**src/rtl/pipe_trace_gen.sv**
```systemverilog
// Shadow 4-stage pipeline that tags fetched instructions and emits a retire-trace record stream
// through a small FIFO. Define TRACE_CYCLE_EN to build the fetch/retire cycle-stamp logic.
module pipe_trace_gen #(
  parameter int unsigned TAG_W = 8,
  parameter int unsigned DEPTH = 4
) (
  input  logic             clk_i,
  input  logic             rst_i,
  input  logic             stall_i,
  input  logic             flush_i,
  input  logic [15:0]      if_pc_i,
  input  logic [15:0]      if_instr_i,
  input  logic             trc_ready_i,
  output logic             trc_valid_o,
  output logic [TAG_W-1:0] trc_tag_o,
  output logic [15:0]      trc_pc_o,
  output logic [15:0]      trc_instr_o,
  output logic [15:0]      trc_fetch_cycle_o,
  output logic [15:0]      trc_retire_cycle_o,
  output logic             trc_overflow_o
);

  localparam int unsigned PtrW = $clog2(DEPTH);
  localparam int unsigned CntW = PtrW + 1;

  typedef struct packed {
    logic             valid;
    logic [TAG_W-1:0] tag;
    logic [15:0]      pc;
    logic [15:0]      instr;
  } slot_t;

  typedef struct packed {
    logic [TAG_W-1:0] tag;
    logic [15:0]      pc;
    logic [15:0]      instr;
  } rec_t;

  slot_t ifid_q, ifid_d, idex_q, idex_d, exmem_q, exmem_d, memwb_q, memwb_d;
  logic [TAG_W-1:0] next_tag_q, next_tag_d;

  rec_t            mem_q [DEPTH];
  rec_t            head;
  logic [PtrW-1:0] wr_ptr_q, wr_ptr_d, rd_ptr_q, rd_ptr_d;
  logic [CntW-1:0] count_q, count_d;
  logic            overflow_q, overflow_d;
  logic            full, push, pop, wr_en;

  always_comb begin
    ifid_d     = ifid_q;
    next_tag_d = next_tag_q;
    // Stall wins over flush: the held IF/ID entry is kept valid as-is.
    if (!stall_i) begin
      ifid_d.valid = !flush_i;
      ifid_d.tag   = next_tag_q;
      ifid_d.pc    = if_pc_i;
      ifid_d.instr = if_instr_i;
      next_tag_d   = next_tag_q + 1'b1;
    end
    idex_d = ifid_q;
    if (stall_i) begin
      idex_d.valid = 1'b0;
    end
    exmem_d = idex_q;
    memwb_d = exmem_q;
  end

  always_comb begin
    full        = (count_q == CntW'(DEPTH));
    trc_valid_o = (count_q != '0);
    push        = memwb_q.valid;
    pop         = trc_valid_o && trc_ready_i;
    // A pop on the same edge frees the slot the push needs.
    wr_en       = push && (!full || pop);
    wr_ptr_d    = wr_ptr_q + PtrW'(wr_en);
    rd_ptr_d    = rd_ptr_q + PtrW'(pop);
    count_d     = count_q + CntW'(wr_en) - CntW'(pop);
    overflow_d  = overflow_q | (push && full && !pop);
  end

  always_ff @(posedge clk_i) begin
    if (rst_i) begin
      ifid_q     <= '0;
      idex_q     <= '0;
      exmem_q    <= '0;
      memwb_q    <= '0;
      next_tag_q <= '0;
      wr_ptr_q   <= '0;
      rd_ptr_q   <= '0;
      count_q    <= '0;
      overflow_q <= 1'b0;
    end else begin
      ifid_q     <= ifid_d;
      idex_q     <= idex_d;
      exmem_q    <= exmem_d;
      memwb_q    <= memwb_d;
      next_tag_q <= next_tag_d;
      wr_ptr_q   <= wr_ptr_d;
      rd_ptr_q   <= rd_ptr_d;
      count_q    <= count_d;
      overflow_q <= overflow_d;
    end
  end

  always_ff @(posedge clk_i) begin
    if (wr_en) begin
      mem_q[wr_ptr_q] <= '{tag: memwb_q.tag, pc: memwb_q.pc, instr: memwb_q.instr};
    end
  end

  // Storage is not reset, so data outputs are forced to zero while the FIFO is empty.
  always_comb begin
    head = trc_valid_o ? mem_q[rd_ptr_q] : '0;
  end

  assign trc_tag_o      = head.tag;
  assign trc_pc_o       = head.pc;
  assign trc_instr_o    = head.instr;
  assign trc_overflow_o = overflow_q;

`ifdef TRACE_CYCLE_EN
  logic [15:0] cycle_q;
  logic [15:0] ifid_cyc_q, idex_cyc_q, exmem_cyc_q, memwb_cyc_q;
  logic [15:0] fcyc_mem_q [DEPTH];
  logic [15:0] rcyc_mem_q [DEPTH];

  always_ff @(posedge clk_i) begin
    if (rst_i) begin
      cycle_q     <= '0;
      ifid_cyc_q  <= '0;
      idex_cyc_q  <= '0;
      exmem_cyc_q <= '0;
      memwb_cyc_q <= '0;
    end else begin
      cycle_q     <= cycle_q + 16'd1;
      if (!stall_i) begin
        ifid_cyc_q <= cycle_q;
      end
      idex_cyc_q  <= ifid_cyc_q;
      exmem_cyc_q <= idex_cyc_q;
      memwb_cyc_q <= exmem_cyc_q;
    end
  end

  always_ff @(posedge clk_i) begin
    if (wr_en) begin
      fcyc_mem_q[wr_ptr_q] <= memwb_cyc_q;
      rcyc_mem_q[wr_ptr_q] <= cycle_q;
    end
  end

  assign trc_fetch_cycle_o  = trc_valid_o ? fcyc_mem_q[rd_ptr_q] : '0;
  assign trc_retire_cycle_o = trc_valid_o ? rcyc_mem_q[rd_ptr_q] : '0;
`else
  assign trc_fetch_cycle_o  = '0;
  assign trc_retire_cycle_o = '0;
`endif

endmodule

```
**config.mk**
```make
export PLATFORM = sky130hd
export DESIGN_NAME = pipe_trace_gen
export DESIGN_NICKNAME = d
export VERILOG_FILES = /design/src/rtl/pipe_trace_gen.sv
export SDC_FILE = /design/constraint.sdc
export NUM_CORES = 1
export LEC_CHECK = 0
export BUFFER_PORTS_ARGS = -buffer_cell sky130_fd_sc_hd__buf_2
export CAP_MARGIN = 20
export CORE_MARGIN = 5
export CORE_UTILIZATION = 55
export DETAILED_ROUTE_END_ITERATION = 7
export GPL_ROUTABILITY_DRIVEN = 0
export GPL_TIMING_DRIVEN = 0
export HOLD_SLACK_MARGIN = 0.08
export PLACE_DENSITY = 0.75
export SETUP_SLACK_MARGIN = 0.15
export SYNTH_ARGS = -nofsm -noshare
export SYNTH_HDL_FRONTEND = slang
export SYNTH_SLANG_ARGS = --single-unit
```
**constraint.sdc**
```tcl
create_clock -name clk_i -period 9.7 [get_ports clk_i]
set_clock_uncertainty 0.15 [all_clocks]
set_input_delay 1.455 -clock clk_i [delete_from_list [all_inputs] [get_ports clk_i]]
set_output_delay 1.455 -clock clk_i [all_outputs]
set_load 0.03 [all_outputs]
```
Word level (Yosys, flattened, before mapping)
Memories as Yosys holds them, arrays and structs flattened. A register that Yosys moved wholly into a read port is not among the register bits.
Cells that the tools add are included.
- $add $sub $neg: 5
- equal/unequal tests: 1
- muxes and demuxes: 4
- bitwise gates (word level): 1
- reduce and logical (&&, ||, !) cells: 10
- operators by type and width (kind ; count):
    $mux W40 ; 1
    $add A8 B1 Y8 const B ; 1
    $add A2 B1 Y2 ; 2
    $logic_and A1 B1 Y1 ; 4
    $add A3 B1 Y3 ; 1
    $eq A3 B3 Y1 const B ; 1
    $logic_not A1 Y1 ; 3
    $reduce_bool A3 Y1 ; 1
    $sub A3 B1 Y3 ; 1
    $mux W1 ; 2
    $mux W2 ; 1
    $reduce_or A2 Y1 ; 1
    $logic_or A1 B1 Y1 ; 1
    $or A1 B1 Y1 ; 1
- bits in registers: 180
- RAM bits: 160
- output and inout bits: 74
- logic and storage cells: 43
- memories: 1
- memories (name ; words ; bits a word ; rd ports ; clocked after memory_dff ; write ports ; RTL line ; text):
    mem_q ; 4 ; 40 ; 1 ; 1 ; 1 ; 42 ; rec_t mem_q [DEPTH];

Depth between registers and ports, before layout
Gate-level depths: netlist of the first run.
- depth in word-level cells: 6
- mapped depth: 11
- depth with buffers taken out: 10

Worst setup path before layout of the first run
No wires, ideal clock.
- path type: input port to flip-flop
- from: input trc_ready_i
- to: memory mem_q[1][0] (netlist bit), enable pin
- data arrival time: 4693 ps
- required time: 9055 ps
- setup slack: 4361 ps
- cell stages on the path: 3
- path through: nor4b_2 > nand2b_1 > nor3b_1
- longest elaborated chain between the ends: 5
- ends and longest elaborated chain (item ; RTL line ; text):
    from (decl) ; 13 ; input logic trc_ready_i,
    $logic_and A1 B1 Y1 ; 72 ; pop = trc_valid_o && trc_ready_i;
    $logic_or A1 B1 Y1 ; 74 ; wr_en = push && (!full || pop);
    $logic_and A1 B1 Y1 ; 74 ;
    $mux W1 ; 106 ; if (wr_en) begin
    $mux W1 (not written as such) ; 107 ; mem_q[wr_ptr_q] <= '{tag: memwb_q.tag, pc: memwb_q.pc, instr: memwb_q.instr};
    to (decl) ; 42 ;
No other way between the ends.

==> results of run 1 <==
## sequential cells by signal, summed over array words and instances, names as in the netlist
register and cells:
rd_ptr_q 2, memwb_q 40, exmem_d 41, exmem_q 41, trc_overflow_o 1, count_q 3, ifid_q 1, wr_ptr_q 2
idex_d 40, next_tag_q 8, push 1, mem_q 160
## layout by cell type (no fill, tap or decap), drive strengths merged
cell type,netlist,final
a21oi,3,3
and2,1,1
and3,1,1
and4b,1,1
buf,56,146
bufinv,0,5
clkbuf,15,53
clkinv,0,12
clkinvlp,0,1
conb,1,32
dfxtp,180,180
edfxtp,160,160
fa,1,1
ha,5,5
inv,4,6
mux2,2,2
mux2i,41,41
mux4,40,40
nand2,1,1
nand2b,1,1
nand3,2,2
nand3b,1,1
nand4b,1,1
nor2,54,54
nor2b,169,169
nor3,4,4
nor3b,3,3
nor4b,1,1
o21ai,1,1
or3,1,1
xnor2,4,4
xor2,3,3
## per-stage QoR
stage / util (%) / instance area [um2] / hold WS (ns) / power [mW]
2_1_floorplan: - / 12000 / 0.264 / 2.11
3_3_place_gp: 60.2 / 12700 / 0.266 / 2.27
3_5_place_dp: 61.0 / 12900 / 0.270 / 2.28
4_1_cts: 66.0 / 14000 / 0.285 / 3.52
5_1_grt: 66.0 / 14000 / 0.298 / 3.63
6_report: 66.0 / 14000 / 0.283 / 3.48
## layer usage
metal	part of all wire [%]	GRT usage [%]
met5	0	0
met4	1.9	4.30
met3	4.8	2.75
met2	50	28.3
met1	43	22.8
## layout make-up
type	count	area share, %
well taps	275	2.46
flip-flops and latches	340	60.2
clock inverters	20	1.67
clock buffers	38	5.97
inverters	4	0.107
plain buffers	71	3.49
repair buffers	90	3.90
multi-input cells	373	22.2
## cell usage after synthesis
cell	count
dfxtp_1	180
edfxtp_1	160
nor2b_1	159
nor2_1	54
mux2i_1	41
mux4_2	40
buf_4	36
clkbuf_1	15
buf_2	11
nor2b_4	10
ha_1	5
buf_1	4
buf_12	4
inv_1	4
xnor2_1	4
a21oi_1	3
nor3_1	3
nor3b_1	3
xor2_1	3
mux2_2	2
nand3_1	2
and2_1	1
and3_1	1
and4b_1	1
buf_6	1
conb_1	1
fa_1	1
nand2_1	1
nand2b_1	1
nand3b_1	1
nand4b_1	1
nor3_4	1
nor4b_2	1
o21ai_0	1
or3_1	1
## where the power goes
| part | internal [mW] | total (mW) | switching (mW) |
|---|---|---|---|
| Sequential | 1.52 | 1.54 | 0.0188 |
| Clock | 0.745 | 1.25 | 0.502 |
| Combinational | 0.289 | 0.698 | 0.409 |
| Total | 2.55 | 3.48 | 0.930 |
## cell families (layout without fill, tap and decap cells)
logic type | count (synthesis) | after routing
DFF | 340 | 340
and+or+nand+nor | 241 | 241
muxes | 83 | 83
buffers and inverters | 75 | 223
xor gates and xnor gates | 7 | 7
adders and majority gates | 6 | 6
AOI/OAI and AO/OA | 4 | 4
other | 1 | 32
## worst paths after layout
path / startpoint / end / slack [ns] / cells after the start
setup / recovery: rd_ptr_q[1] / trc_tag_o[6] / 5.91 / 5
hold / removal: exmem_q[25] / memwb_q[25] / 0.28 / 1
setup reg to reg: count_q[1] / count_q[2] / 6.63 / 11
hold reg to reg: exmem_q[25] / memwb_q[25] / 0.28 / 1
## worst max-delay path, cell delays in order, from the launching register on
cell,delay [ns]
dfxtp_1,0.31
clkbuf_1,0.22
buf_2,0.38
mux4_2,0.39
nor2b_1,0.15
buf_2,0.18
==> reports/results.txt, run 1 <==
routed length per instance: 16.4 um
clock latency on the worst-skew pair: 0.55 ns
Worst Tran Pin Value: 0.664 ns
fin worst setup slack: 5.91 ns
adder-cell area share of the yosys netlist: 0.695%
DP Worst Slack: 5.87 ns
vias in the first global route: 6163
setup TNS: 0 ns
CTS Root Cell: clkbuf_16
peak supply drop: 0.134 mV
Multi-input gate area: 3100 um2
layout cells sized above 1: 26.6%
CP Max Fanout: 10
Tcrit/Tclk final: 39.0%
Cells after Synth: 757
core footprint: 21200 um2
CTS max path bufs: 3
Mapped Avg Cell Area: 15.7 um2
CP endpoint kind: primary output
WP data required: 8.10 ns
Leak: 5.62 nW
Nets: 954
Seq/Total Area, Yosys: 70.8%
final HPWL from detailed placement: 13.5 mm
largest net degree at the start of global routing: 23
Chip Height: 157 um
Vias/cell: 4.83
clock buffer count from CTS: 31
row cnt: 53
Layout fillers: 1486
max-slew violations: 0
crit path DAT: 2.18 ns
main combinational cell family by area after synthesis: simple AND/OR/NAND/NOR gates
multiplexer share of the synthesized area: 11.2%
Synth top area share: 40.4%
DR iter-0 viols: 247
max_cap viols: 0
leading area contributor after synthesis: edfxtp_1
total inserted antenna cells: 0
hold crit path type: register to register
Min Clock Period, post-route: 3.79 ns
DRC: 0
Cell Area, Synth: 11900 um2
vias: 5849
IO buf count: 77
Die ar.: 24600 um2
GRT Total Usage: 16.7%
Starting Density: 56.2%
Area Overhead vs Synth: 17.6%
max_slew headroom: 55.7%
critical path type: register to primary output
Sequential Area: 8410 um2
first-pass GRT wire length: 32.7 mm
Placed Cells: 1153
Peak Freq: 264 MHz
Synth area leaders: edfxtp_1 (40%), dfxtp_1 (30%), nor2b_1 (8.4%)
DRT Pass-1 Iters: 4
CTS tree: yes
clock-pin slew on the worst setup and hold paths: 0.06 ns
Post-Synth Simple-Gate Area: 12.4%
Final Hold Viols: 0
ANT nets after route: 0
RSZ-0062 raised after global routing: no
post-CTS sizing: 0
Final setup viols: 0
CTS Sinks: 340
status: completed
die span in x: 157 um
PD cells: 249 nW/um2
initial antenna violation count: 0
grt ovf: 0
Post-CTS Hold Buffers: 0
Worst Setup Start Kind: register
Ports: 111
Synth warnings: 0
Post-Synth XOR/XNOR Area: 0.516%
Post-Layout Cell Count: 1211
Yosys reg bits: 340
CTS H-tree lvls: 1
Compound-Gate Fraction of Synth Area: 0.168%
Routed WL: 19.8 mm
post-CTS setup repair buffer count: 0
Netlist cell types: 35
No activity file was read; power rests on OpenSTA's default activity.
==> run 2: changes to the inputs <==
Clock period 9.7 ns to 3.55 ns, I/O delays scaled along.
==> run 2 against run 1 <==
- clock-buffer cell count did not move
- sequential power increased to 2.7 times the previous value
- hold slack got worse by 0.19 ns
- highest routed layer unchanged
==> reports/results.txt, run 2 (synthesis results as in run 1) <==
final HPWL from detailed placement: 13.5 mm (unchanged)
CTS H-tree lvls: 1 (unchanged)
total inserted antenna cells: 0 (unchanged)
die span in x: 157 um (unchanged)
R2R setup slack: 0.47 ns (-6.16 ns)
post-CTS sizing: 0 (unchanged)
Area Overhead vs Synth: 19.2%
Vias/cell: 4.83 (about the same)
Sw Ratio: 26.7% (+0.030 points)
CP Max Fanout: 10 (unchanged)
Worst Setup Start Kind: register
Worst Min Path Start: if_instr_i[12]
Starting Density: 56.2% (unchanged)
max-slew violations: 0 (unchanged)
Hold Path Sink: idex_d[12]
RR Endpoint: count_q[2]
hold depth: 3 (+2)
Int Pwr: 6.99 mW (+170%)
core footprint: 21200 um2 (unchanged)
RSZ-0062 raised after global routing: no
final instance area: 14200 um2 (+1.4%)
routed length per instance: 16.3 um (-0.24%)
largest net degree at the start of global routing: 23 (unchanged)
Leak: 5.70 nW (+1.4%)
Layout fillers: 1460 (-1.7%)
clock-pin slew on the worst setup and hold paths: 0.06 ns (about the same)
Chip Height: 157 um (unchanged)
crit path DAT: 3.40 ns (+1.22 ns)
fin worst setup slack: 0.472 ns (-5.44 ns)
most frequent cells in the layout: dfxtp_1 (180), edfxtp_1 (160), nor2b_1 (159)
Nets: 973 (+2.0%)
IO buf count: 77 (unchanged)
GRT Total Usage: 17.0% (+0.26 points)
CTS Sinks: 340 (unchanged)
max reg flops: 160 (unchanged)
critical path type: register to register
layout cells sized above 1: 26.1% (-0.53 points)
Peak Freq: 325 MHz
Final Hold Viols: 0 (unchanged)
hold crit path type: primary input to register
Ports: 111 (unchanged)
Final setup viols: 0 (unchanged)
DP Worst Slack: 0.514 ns (-5.36 ns)
Flop pwr share: 44.1% (about the same)
vias: 5944 (+1.6%)
Routed WL: 20.1 mm (+1.3%)
total power: 9.54 mW (+170%)
PD cells: 674 nW/um2 (+170%)
worst hold slack: 0.0964 ns (-0.187 ns)
ANT nets after route: 0 (unchanged)
placed cell area: 12900 um2 (unchanged)
CTS tree: yes
grt ovf: 0 (unchanged)
initial antenna violation count: 0 (unchanged)
vias in the first global route: 6244 (+1.3%)
Clk pwr share: 35.8% (about the same)
most common cell after layout, fill and taps aside: dfxtp_1
Psw: 2.55 mW (+170%)
max_slew headroom: 56.4% (+0.65 points)
CP endpoint kind: register
largest reg by FF count: mem_q
clock latency on the worst-skew pair: 0.55 ns (about the same)
max_cap viols: 0 (unchanged)
post-CTS setup repair buffer count: 0 (unchanged)
DR iter-0 viols: 251 (+1.6%)
first-pass GRT wire length: 33.2 mm (+1.5%)
Critical R2R Launch: count_q[1]
Register-to-Register Path Depth: 11 (unchanged)
DRC: 0 (unchanged)
CTS max path bufs: 3 (unchanged)
combinational share of power: 20.2% (about the same)
status: completed
row cnt: 53 (unchanged)
peak supply drop: 0.367 mV (+170%)
Tcrit/Tclk final: 86.7%
DRT Pass-1 Iters: 5 (+1)
Worst Tran Pin Value: 0.655 ns (-0.00972 ns)
Die ar.: 24600 um2 (unchanged)
Post-CTS Hold Buffers: 19 (+19)
CTS Root Cell: clkbuf_16
Min Clock Period, post-route: 3.08 ns
clock buffer count from CTS: 31 (unchanged)
WP data required: 3.87 ns (-4.23 ns)
==> run 2: worst max path at each step <==
| stage | slack [ns] | start | to | cells after the start |
|---|---|---|---|---|
| after floorplan | -0.87 | trc_ready_i | mem_q[1][0] | 3 |
| after global placement | -3.52 | trc_ready_i | mem_q[1][28] | 4 |
| after detailed placement | 0.51 | count_q[1] | count_q[2] | 11 |
| after CTS | 0.45 | count_q[1] | count_q[2] | 11 |
| after global routing | 0.23 | count_q[1] | count_q[2] | 11 |
| final | 0.47 | count_q[1] | count_q[2] | 11 |
==> run 2: area by class of cell <==
cell class,instances,area [um2],share of cell area [%]
timing repair buffer,109,734,5.19
clock inverter,20,233,1.64
tap,275,344,2.43
multi-input combinational,373,3100,21.9
inverter,4,15.0,0.106
buffer,71,488,3.45
clock buffer,38,833,5.89
sequential,340,8410,59.4
==> run 2: critical path, stage by stage, from the launching register on <==
cell	delay, ns
dfxtp_1	0.39
nor3_4	0.49
buf_2	0.40
nor2b_1	0.13
ha_1	0.32
inv_1	0.08
ha_1	0.14
inv_1	0.05
fa_1	0.38
xor2_1	0.17
and2_1	0.17
nor3_1	0.13
==> run 2: routing by layer <==
layer	vias to the layer above	track usage [%]	routed length, um
li1	2916	-	-
met1	2874	23.0	8660
met4	0	4.21	370
met3	31	2.69	905
met2	123	29.1	10100
met5	-	0	0
==> run 2: stage by stage <==
stage / cells / utilization (%) / TNS (ns)
6_report: 1230 / 66.9 / 0
5_1_grt: 1230 / 66.9 / 0
4_1_cts: 1230 / 66.9 / 0
3_5_place_dp: 1153 / 61.0 / 0
3_3_place_gp: 1140 / 60.2 / -398.72
2_1_floorplan: 788 / - / -92.97
==> run 2: power by group through the flow <==
| stage | clock [mW] | sequential, mW | combinational [mW] |
|---|---|---|---|
| 2_1_floorplan | 0 | 4.27 | 1.50 |
| 3_5_place_dp | 0 | 4.29 | 1.94 |
| 5_1_grt | 3.65 | 4.21 | 2.08 |
| 3_3_place_gp | 0 | 4.29 | 1.93 |
| 4_1_cts | 3.47 | 4.20 | 1.97 |
| 6_report | 3.41 | 4.20 | 1.93 |
